### config.mk
export PLATFORM = sky130hd
export DESIGN_NAME = spi_slave_responder
export DESIGN_NICKNAME = d
export VERILOG_FILES = /design/src/rtl/spi_slave_responder.sv
export SDC_FILE = /design/constraint.sdc
export NUM_CORES = 1
export LEC_CHECK = 0
export ABC_AREA = 1
export ABC_CLOCK_PERIOD_IN_PS = 1590
export BUFFER_PORTS_ARGS = -buffer_cell sky130_fd_sc_hd__buf_2
export CORE_AREA = 2 2 66 68
export CTS_BUF_LIST = sky130_fd_sc_hd__clkbuf_2
export DETAILED_ROUTE_END_ITERATION = 8
export DIE_AREA = 0 0 68 70
export PLACE_DENSITY_LB_ADDON = 0.15
export SLEW_MARGIN = 15
export SYNTH_ARGS = -nofsm -noshare
export SYNTH_HDL_FRONTEND = slang
export SYNTH_SLANG_ARGS = --single-unit
### constraint.sdc
create_clock -name sys_clk -period 1.59 [get_ports sys_clk]
set_clock_uncertainty 0.15 [all_clocks]
set_input_delay 0.0795 -clock sys_clk [delete_from_list [all_inputs] [get_ports sys_clk]]
set_output_delay 0.0795 -clock sys_clk [all_outputs]
set_load 0.1 [all_outputs]
### src/rtl/spi_slave_responder.sv
`default_nettype none
// +----------------------------------------------------------------------------+
// | Module  : spi_slave_responder                                              |
// | Brief   : Mode-0 SPI target, oversampled on sys_clk, byte handshakes.      |
// | Revision: 1.0  initial release                                             |
// +----------------------------------------------------------------------------+
module spi_slave_responder #(
  parameter int          SYNC_STAGES = 2,
  parameter logic [7:0]  IDLE_BYTE   = 8'hFF
) (
  input  logic       sys_clk,
  input  logic       sys_rst_n,
  input  logic       sck,
  input  logic       cs_n,
  input  logic       mosi,
  output logic       miso,
  output logic       miso_oe,
  output logic [7:0] rx_data,
  output logic       rx_valid,
  input  logic       rx_ack,
  output logic       rx_overrun,
  input  logic [7:0] tx_data,
  input  logic       tx_load,
  output logic       tx_ready,
  output logic       tx_underrun,
  output logic       busy
);

  typedef enum logic [0:0] {
    IDLE   = 1'b0,
    ACTIVE = 1'b1
  } state_t;

  state_t r_state, w_state_next;

  logic [SYNC_STAGES-1:0] r_sck_sync, r_cs_sync, r_mosi_sync;
  logic r_sck_d, r_cs_d;
  logic w_sck_s, w_cs_s, w_mosi_s;

  // cs_n chain resets high so reset release never looks like a select
  always_ff @(posedge sys_clk or negedge sys_rst_n) begin
    if (!sys_rst_n) begin
      r_sck_sync  <= '0;
      r_cs_sync   <= '1;
      r_mosi_sync <= '0;
      r_sck_d     <= 1'b0;
      r_cs_d      <= 1'b1;
    end else begin
      r_sck_sync  <= {r_sck_sync[SYNC_STAGES-2:0], sck};
      r_cs_sync   <= {r_cs_sync[SYNC_STAGES-2:0], cs_n};
      r_mosi_sync <= {r_mosi_sync[SYNC_STAGES-2:0], mosi};
      r_sck_d     <= w_sck_s;
      r_cs_d      <= w_cs_s;
    end
  end

  assign w_sck_s  = r_sck_sync[SYNC_STAGES-1];
  assign w_cs_s   = r_cs_sync[SYNC_STAGES-1];
  assign w_mosi_s = r_mosi_sync[SYNC_STAGES-1];

  logic w_sck_rise, w_sck_fall, w_cs_fall, w_cs_rise;
  assign w_sck_rise = w_sck_s & ~r_sck_d;
  assign w_sck_fall = ~w_sck_s & r_sck_d;
  assign w_cs_fall  = ~w_cs_s & r_cs_d;
  assign w_cs_rise  = w_cs_s & ~r_cs_d;

  always_ff @(posedge sys_clk or negedge sys_rst_n) begin
    if (!sys_rst_n) r_state <= IDLE;
    else            r_state <= w_state_next;
  end

  always_comb begin
    w_state_next = r_state;
    case (r_state)
      IDLE:    if (w_cs_fall) w_state_next = ACTIVE;
      ACTIVE:  if (w_cs_rise) w_state_next = IDLE;
      default: w_state_next = IDLE;
    endcase
  end

  logic [2:0] r_bit_cnt;
  logic [7:0] r_rx_sr, r_tx_sr, r_tx_buf;
  logic       r_tx_full, r_reload_pend;
  logic       r_miso, r_rx_valid, r_rx_overrun, r_tx_underrun;
  logic [7:0] r_rx_data;

  logic       w_enter, w_leave, w_rise_act, w_fall_act;
  logic       w_rx_done, w_reload_fall, w_consume, w_tx_accept;
  logic [7:0] w_load_byte, w_rx_next, w_tx_shift;

  // cs_n deassertion outranks a coincident sck edge
  assign w_enter       = (r_state == IDLE) && w_cs_fall;
  assign w_leave       = (r_state == ACTIVE) && w_cs_rise;
  assign w_rise_act    = (r_state == ACTIVE) && !w_cs_rise && w_sck_rise;
  assign w_fall_act    = (r_state == ACTIVE) && !w_cs_rise && w_sck_fall;
  assign w_rx_done     = w_rise_act && (r_bit_cnt == 3'd7);
  assign w_reload_fall = w_fall_act && r_reload_pend;
  assign w_consume     = w_enter || w_reload_fall;
  assign w_load_byte   = r_tx_full ? r_tx_buf : IDLE_BYTE;
  assign w_tx_accept   = tx_load && (!r_tx_full || w_consume);
  assign w_rx_next     = {r_rx_sr[6:0], w_mosi_s};
  assign w_tx_shift    = {r_tx_sr[6:0], 1'b0};

  always_ff @(posedge sys_clk or negedge sys_rst_n) begin
    if (!sys_rst_n) begin
      r_bit_cnt     <= 3'd0;
      r_rx_sr       <= 8'd0;
      r_tx_sr       <= 8'd0;
      r_reload_pend <= 1'b0;
      r_miso        <= 1'b0;
    end else if (w_enter) begin
      r_bit_cnt     <= 3'd0;
      r_rx_sr       <= 8'd0;
      r_tx_sr       <= w_load_byte;
      r_miso        <= w_load_byte[7];
      r_reload_pend <= 1'b0;
    end else if (w_leave) begin
      r_bit_cnt     <= 3'd0;
      r_rx_sr       <= 8'd0;
      r_reload_pend <= 1'b0;
    end else if (w_rise_act) begin
      r_rx_sr   <= w_rx_next;
      r_bit_cnt <= r_bit_cnt + 3'd1;
      if (w_rx_done) r_reload_pend <= 1'b1;
    end else if (w_fall_act) begin
      if (r_reload_pend) begin
        r_tx_sr       <= w_load_byte;
        r_miso        <= w_load_byte[7];
        r_reload_pend <= 1'b0;
      end else begin
        r_tx_sr <= w_tx_shift;
        r_miso  <= w_tx_shift[7];
      end
    end
  end

  // A completion coinciding with rx_ack keeps the new byte valid
  always_ff @(posedge sys_clk or negedge sys_rst_n) begin
    if (!sys_rst_n) begin
      r_rx_data    <= 8'd0;
      r_rx_valid   <= 1'b0;
      r_rx_overrun <= 1'b0;
    end else begin
      if (w_rx_done) begin
        r_rx_data  <= w_rx_next;
        r_rx_valid <= 1'b1;
      end else if (rx_ack) begin
        r_rx_valid <= 1'b0;
      end
      if (rx_ack)                       r_rx_overrun <= 1'b0;
      else if (w_rx_done && r_rx_valid) r_rx_overrun <= 1'b1;
    end
  end

  always_ff @(posedge sys_clk or negedge sys_rst_n) begin
    if (!sys_rst_n) begin
      r_tx_buf      <= 8'd0;
      r_tx_full     <= 1'b0;
      r_tx_underrun <= 1'b0;
    end else begin
      if (w_tx_accept) begin
        r_tx_buf  <= tx_data;
        r_tx_full <= 1'b1;
      end else if (w_consume) begin
        r_tx_full <= 1'b0;
      end
      if (w_consume && !r_tx_full) r_tx_underrun <= 1'b1;
      else if (tx_load)            r_tx_underrun <= 1'b0;
    end
  end

  assign miso        = r_miso;
  assign miso_oe     = ~w_cs_s;
  assign busy        = ~w_cs_s;
  assign rx_data     = r_rx_data;
  assign rx_valid    = r_rx_valid;
  assign rx_overrun  = r_rx_overrun;
  assign tx_ready    = ~r_tx_full;
  assign tx_underrun = r_tx_underrun;

endmodule
`default_nettype wire

# Yosys cells after proc, flatten, opt, wreduce, memory -nomap -nowiden
# Index checks and enable logic that the tools add are counted.
dict set report totals {
  reg_bits 48
  inputBits 15
  out_inout_bits 15
  elab_cells 88
}
dict set report classes {
  n_addsub 1
  n_eq_ne 4
  mux 33
  bitwise 10
  reduce_logical 23
}
# op count
set op_table {}
lappend op_table {{$mux W7} 8}
lappend op_table {{$mux W1} 20}
lappend op_table {{$logic_and A1 B1 Y1} 10}
lappend op_table {{$reduce_bool A2 Y1} 5}
lappend op_table {{$mux W3} 3}
lappend op_table {{$mux W8} 1}
lappend op_table {{$not A1 Y1} 6}
lappend op_table {{$and A1 B1 Y1} 4}
lappend op_table {{$ne A2 B2 Y1 const B} 2}
lappend op_table {{$ne A4 B3 Y1 const B} 1}
lappend op_table {{$reduce_bool A4 Y1} 1}
lappend op_table {{$add A3 B1 Y3 const B} 1}
lappend op_table {{$eq A3 B3 Y1 const B} 1}
lappend op_table {{$reduce_and A3 Y1} 1}
lappend op_table {{$reduce_bool A3 Y1} 1}
lappend op_table {{$logic_not A1 Y1} 2}
lappend op_table {{$logic_or A1 B1 Y1} 2}
lappend op_table {{$pmux W1 S2} 1}
lappend op_table {{$reduce_and A2 Y1} 1}

# Longest topological paths before layout
dict set report depth {
  word_depth 10
  depth_mapped 8
  depth_no_buf 7
}

# Worst setup path before layout
# OpenSTA, ideal clock, no wires.
dict set report synth_path {
  kind {reg2reg}
  from {register r_tx_full}
  to {register r_tx_sr[1]}
  setup_time_ps 126
  arrival_ps 1851
  required_ps 1314
  setup_slack_ps -537
  path_stages_with_launch 7
  path_buffers 0
  period_less_slack_ps 2127
  path_cell_list {dfrtp_1 > clkinv_1 > or2_2 > nand2_1 > o21ai_0 > nand2_1 > o21ai_0}
}
dict set report synth_between {
  elab_chain_cells 6
}
# element line
set synth_lines {}
lappend synth_lines {{start, declared} 83} ;# logic r_tx_full, r_reload_pend;
lappend synth_lines {{start signal, assigned} 158} ;# r_tx_full <= 1'b0;
lappend synth_lines {{start signal, assigned} 163} ;# r_tx_full <= 1'b1;
lappend synth_lines {{start signal, assigned} 165} ;# r_tx_full <= 1'b0;
lappend synth_lines {{$mux W8 *} 99} ;# assign w_load_byte = r_tx_full ? r_tx_buf : IDLE_BYTE;
lappend synth_lines {{$mux W7} 126} ;# if (r_reload_pend) begin
lappend synth_lines {{$mux W7} 125} ;# end else if (w_fall_act) begin
lappend synth_lines {{$mux W7} 121} ;# end else if (w_rise_act) begin
lappend synth_lines {{$mux W7} 117} ;# end else if (w_leave) begin
lappend synth_lines {{$mux W7 *} 111} ;# end else if (w_enter) begin
lappend synth_lines {{end signal, assigned} 114} ;# r_tx_sr <= w_load_byte;
lappend synth_lines {{end signal, assigned} 127} ;# r_tx_sr <= w_load_byte;
lappend synth_lines {{end signal, assigned} 131} ;# r_tx_sr <= w_tx_shift;
lappend synth_lines {{end, declared} 82} ;# logic [7:0] r_rx_sr, r_tx_sr, r_tx_buf;
# Mark *: on every way between the ends. The rest lies on a longest branch, timed or not. The select of a mux whose other input is x is not followed.
# A chain may end at the register's enable or synchronous reset.

# Worst setup path in the final report
dict set report layout_path {
  from {register r_cs_sync[1]}
  to {output busy}
}
dict set report layout_between {
  elab_chain_cells 1
}
# element line
set layout_lines {}
lappend layout_lines {{start, declared} 36} ;# logic [SYNC_STAGES-1:0] r_sck_sync, r_cs_sync, r_mosi_sync;
lappend layout_lines {{start signal, assigned} 50} ;# r_cs_sync <= {r_cs_sync[SYNC_STAGES-2:0], cs_n};
lappend layout_lines {{$not A1 Y1} 174} ;# assign busy = ~w_cs_s;
lappend layout_lines {{end, declared} 26} ;# output logic busy
# No other way between the ends.

==> results.sh <==
export IMPL_rsz0062_at_grt="true"
export IMPL_status="finished clean"
export IMPL_startpoint="r_cs_sync[1]$_DFF_PN1_"
export IMPL_synth_nets=217
export IMPL_crit_reg2reg_launch="r_cs_d$_DFF_PN1_"
export IMPL_drv_slew=0
export IMPL_clk_path_buf_depth=2
export IMPL_clock_sinks=48
export IMPL_dp_hpwl_mm=2.48
export IMPL_grt_pass1_wl_mm=6.26
export IMPL_track_usage_pct=17.3
export IMPL_worstMarginPinSlew_ps=487
export IMPL_viasPerCell=4.92
export IMPL_max_freq_ghz=0.647
export IMPL_drcViolationCount=0
export IMPL_cts_clk_slew_worst_paths_ps=210
export IMPL_clock_root_buffer="clkbuf_2"
export IMPL_drtIter0Drc=60
export IMPL_drive_gt1_share_pct=34.2
export IMPL_power_leakage_uw=0.00132
export IMPL_cp_start_kind="register"
export IMPL_final_nets=276
export IMPL_finalSetupViolations=0
export IMPL_final_cells=312
export IMPL_cp_max_fo=2
export IMPL_design_core_area_um2=4140
export IMPL_crit_type="register to output pin"
export IMPL_dpl_cell_count=284
export IMPL_diodes=0
export IMPL_synth_cells=200
export IMPL_synth_area_um2=2010
export IMPL_io_buffers=29
export IMPL_grt_max_degree=28
export IMPL_antenna_left=0
export IMPL_ir_drop_mv=0.800
export IMPL_min_period_ps=1550
export IMPL_max_cap_violations=0
export IMPL_rows=24
export IMPL_first_global_vias=1443
export IMPL_avgRoutedWirePerCell_um=11.8
export IMPL_initial_utilization_pct=48.4
export IMPL_ys_types=25
export IMPL_dieArea_um2=4760
export IMPL_placed_area_um2=2260
export IMPL_multiInputGateArea_um2=704
export IMPL_fp_dieW_um=68
export IMPL_crit_path_end_kind="output pin"
export IMPL_vias=1534
export IMPL_final_seq_area_um2=1200
export IMPL_synth_seq_cells=48
export IMPL_drt_pass1_iter_count=4
export IMPL_seq_area_frac_synth_pct=60.0
export IMPL_cts_buffers_inserted=5
export IMPL_cts_tree="done"
export IMPL_cp_data_arrival_time_ps=1320
export IMPL_syn_avg_cell_area_um2=10.0
export IMPL_h_tree_depth=2
export IMPL_fp_dieH_um=70
export IMPL_clock_latency_ps=420
export IMPL_hold_class="input port to register"
export IMPL_io_pins=30
export IMPL_critPathRequiredTime_ps=1360
export IMPL_slew_headroom_pct=67.8
export IMPL_antenna_found_initial=0
export IMPL_drt_wl_total_mm=3.69
export IMPL_grt_overflow=0
export IMPL_yosysWarnings=0
export IMPL_fin_area_um2=2610
export IMPL_gpl_final_weighted_congestion=0.780
export IMPL_p_per_area_nw_per_um2=1180
export IMPL_worstHoldStart="cs_n"
export IMPL_area_delta_synth_final_pct=30.1
export IMPL_period_share_pct=97.2
export IMPL_finalHoldViolCount=0
export IMPL_fillers=369
layer usage:
layer / up-vias / track usage [%] / wire (um)
li1: 761 / - / -
met1: 737 / 22.2 / 1660
met3: 5 / 6.12 / 148
met4: 0 / 5.33 / 53
met2: 31 / 27.3 / 1830
met5: - / 0 / 0
synth_stat cells:
master | instances | share of area, %
nand2_1 | 46 | 8.6
dfrtp_1 | 45 | 56
inv_1 | 26 | 4.9
o21ai_0 | 18 | 4.5
nand3_1 | 11 | 2.7
o21ai_2 | 8 | 3.5
o22ai_1 | 7 | 2.2
or2_2 | 6 | 1.9
nand2_2 | 4 | 1.2
nor2_1 | 4 | 0.75
a21oi_1 | 3 | 0.75
buf_6 | 3 | 1.7
dfstp_2 | 3 | 3.9
inv_2 | 3 | 0.56
ha_1 | 2 | 1.2
nand3_2 | 2 | 1.0
buf_4 | 1 | 0.37
clkbuf_1 | 1 | 0.19
clkinv_1 | 1 | 0.19
nand2_4 | 1 | 0.56
nand3_4 | 1 | 0.87
nand4_1 | 1 | 0.31
nand4_4 | 1 | 1.1
nor2_4 | 1 | 0.56
o211ai_1 | 1 | 0.37
area by class of cell:
type	instances	share of cell area, %
inverter	30	4.55
tap	52	2.49
sequential	48	46.1
multi-input combinational	119	27.0
clock inverter	3	1.44
clock buffer	5	0.958
timing repair buffer	55	17.4
logic make-up (layout without fill, tap and decap cells):
| family | Yosys count | after routing | share of synthesized area (%) |
|---|---|---|---|
| simple gates | 78 | 80 | 19.6 |
| flops | 48 | 48 | 60.0 |
| compound gates | 37 | 37 | 11.3 |
| buf+inv | 35 | 93 | 7.85 |
| fa+ha+maj | 2 | 2 | 1.25 |
where the power goes:
part           internal (uW)  total (uW)  switching, uW  leakage, uW
clock                    256         635            379    0.0000380
combinational            315         876            561     0.000655
sequential              1450        1580            122     0.000622
total                   2020        3090           1060      0.00132
what timing repair did:
action,CTS,global route
endpoints found under the setup margin,4,25
hold buffers,15,0
gates cloned,0,2
setup buffers,1,2
endpoints found under the hold margin,63,0
pin swaps,0,4
gates resized for setup,13,19
final timing paths:
check / endpoint / slack, ps / cells past startpoint
max: busy / 40 / 3
min: r_cs_sync[0]$_DFF_PN1_ / 140 / 2
max reg2reg: rx_data[7]$_DFFE_PN0P_ / 50 / 8
min reg2reg: r_mosi_sync[1]$_DFF_PN0_ / 220 / 0
max in group asynchronous: r_cs_sync[0]$_DFF_PN1_ / 380 / 4
min in group asynchronous: rx_data[2]$_DFFE_PN0P_ / 560 / 4
state kept, by name (all words and copies together), names as in the netlist, 2 cells and up:
signal,flops
r_bit_cnt,3
r_cs_sync,2
r_mosi_sync,2
r_rx_sr,7
r_sck_sync,2
r_tx_buf,8
r_tx_sr,7
rx_data,8
metrics by stage:
stage / util (%) / total power, uW / hold WS, ps / setup TNS (ps) / setup WS, ps
floorplan: - / 2200 / -366 / -9770 / -409
global placement: 54.5 / 2360 / -76.0 / 0 / 67.3
detailed placement: 54.5 / 2390 / -58.1 / 0 / 12.6
CTS: 60.9 / 3080 / 118 / 0 / 5.09
global route: 63.0 / 3300 / 96.4 / -108 / -31.4
finish: 63.0 / 3090 / 137 / 0 / 44.3
cells in the final DEF (no fill, tap or decap), drive strengths merged:
| master | Yosys | final |
|---|---|---|
| dfrtp | 45 | 45 |
| nand2 | 51 | 53 |
| dlygate4sd3 | 0 | 15 |
| inv | 29 | 29 |
| clkbuf | 1 | 10 |
| clkinv | 1 | 3 |
| nand4 | 2 | 2 |
| nand3 | 14 | 14 |
| buf | 4 | 35 |
| o22ai | 7 | 7 |
| dfstp | 3 | 3 |
| o21ai | 26 | 26 |
| ha | 2 | 2 |
| o211ai | 1 | 1 |
| nor2 | 5 | 5 |
| a21oi | 3 | 3 |
| or2 | 6 | 6 |
| bufinv | 0 | 1 |
critical path: stages, from the launching register on:
cell	delay, ps
dfstp_2	580
inv_2	50
buf_6	120
buf_12	160
Power figures use the tool's default switching activity.
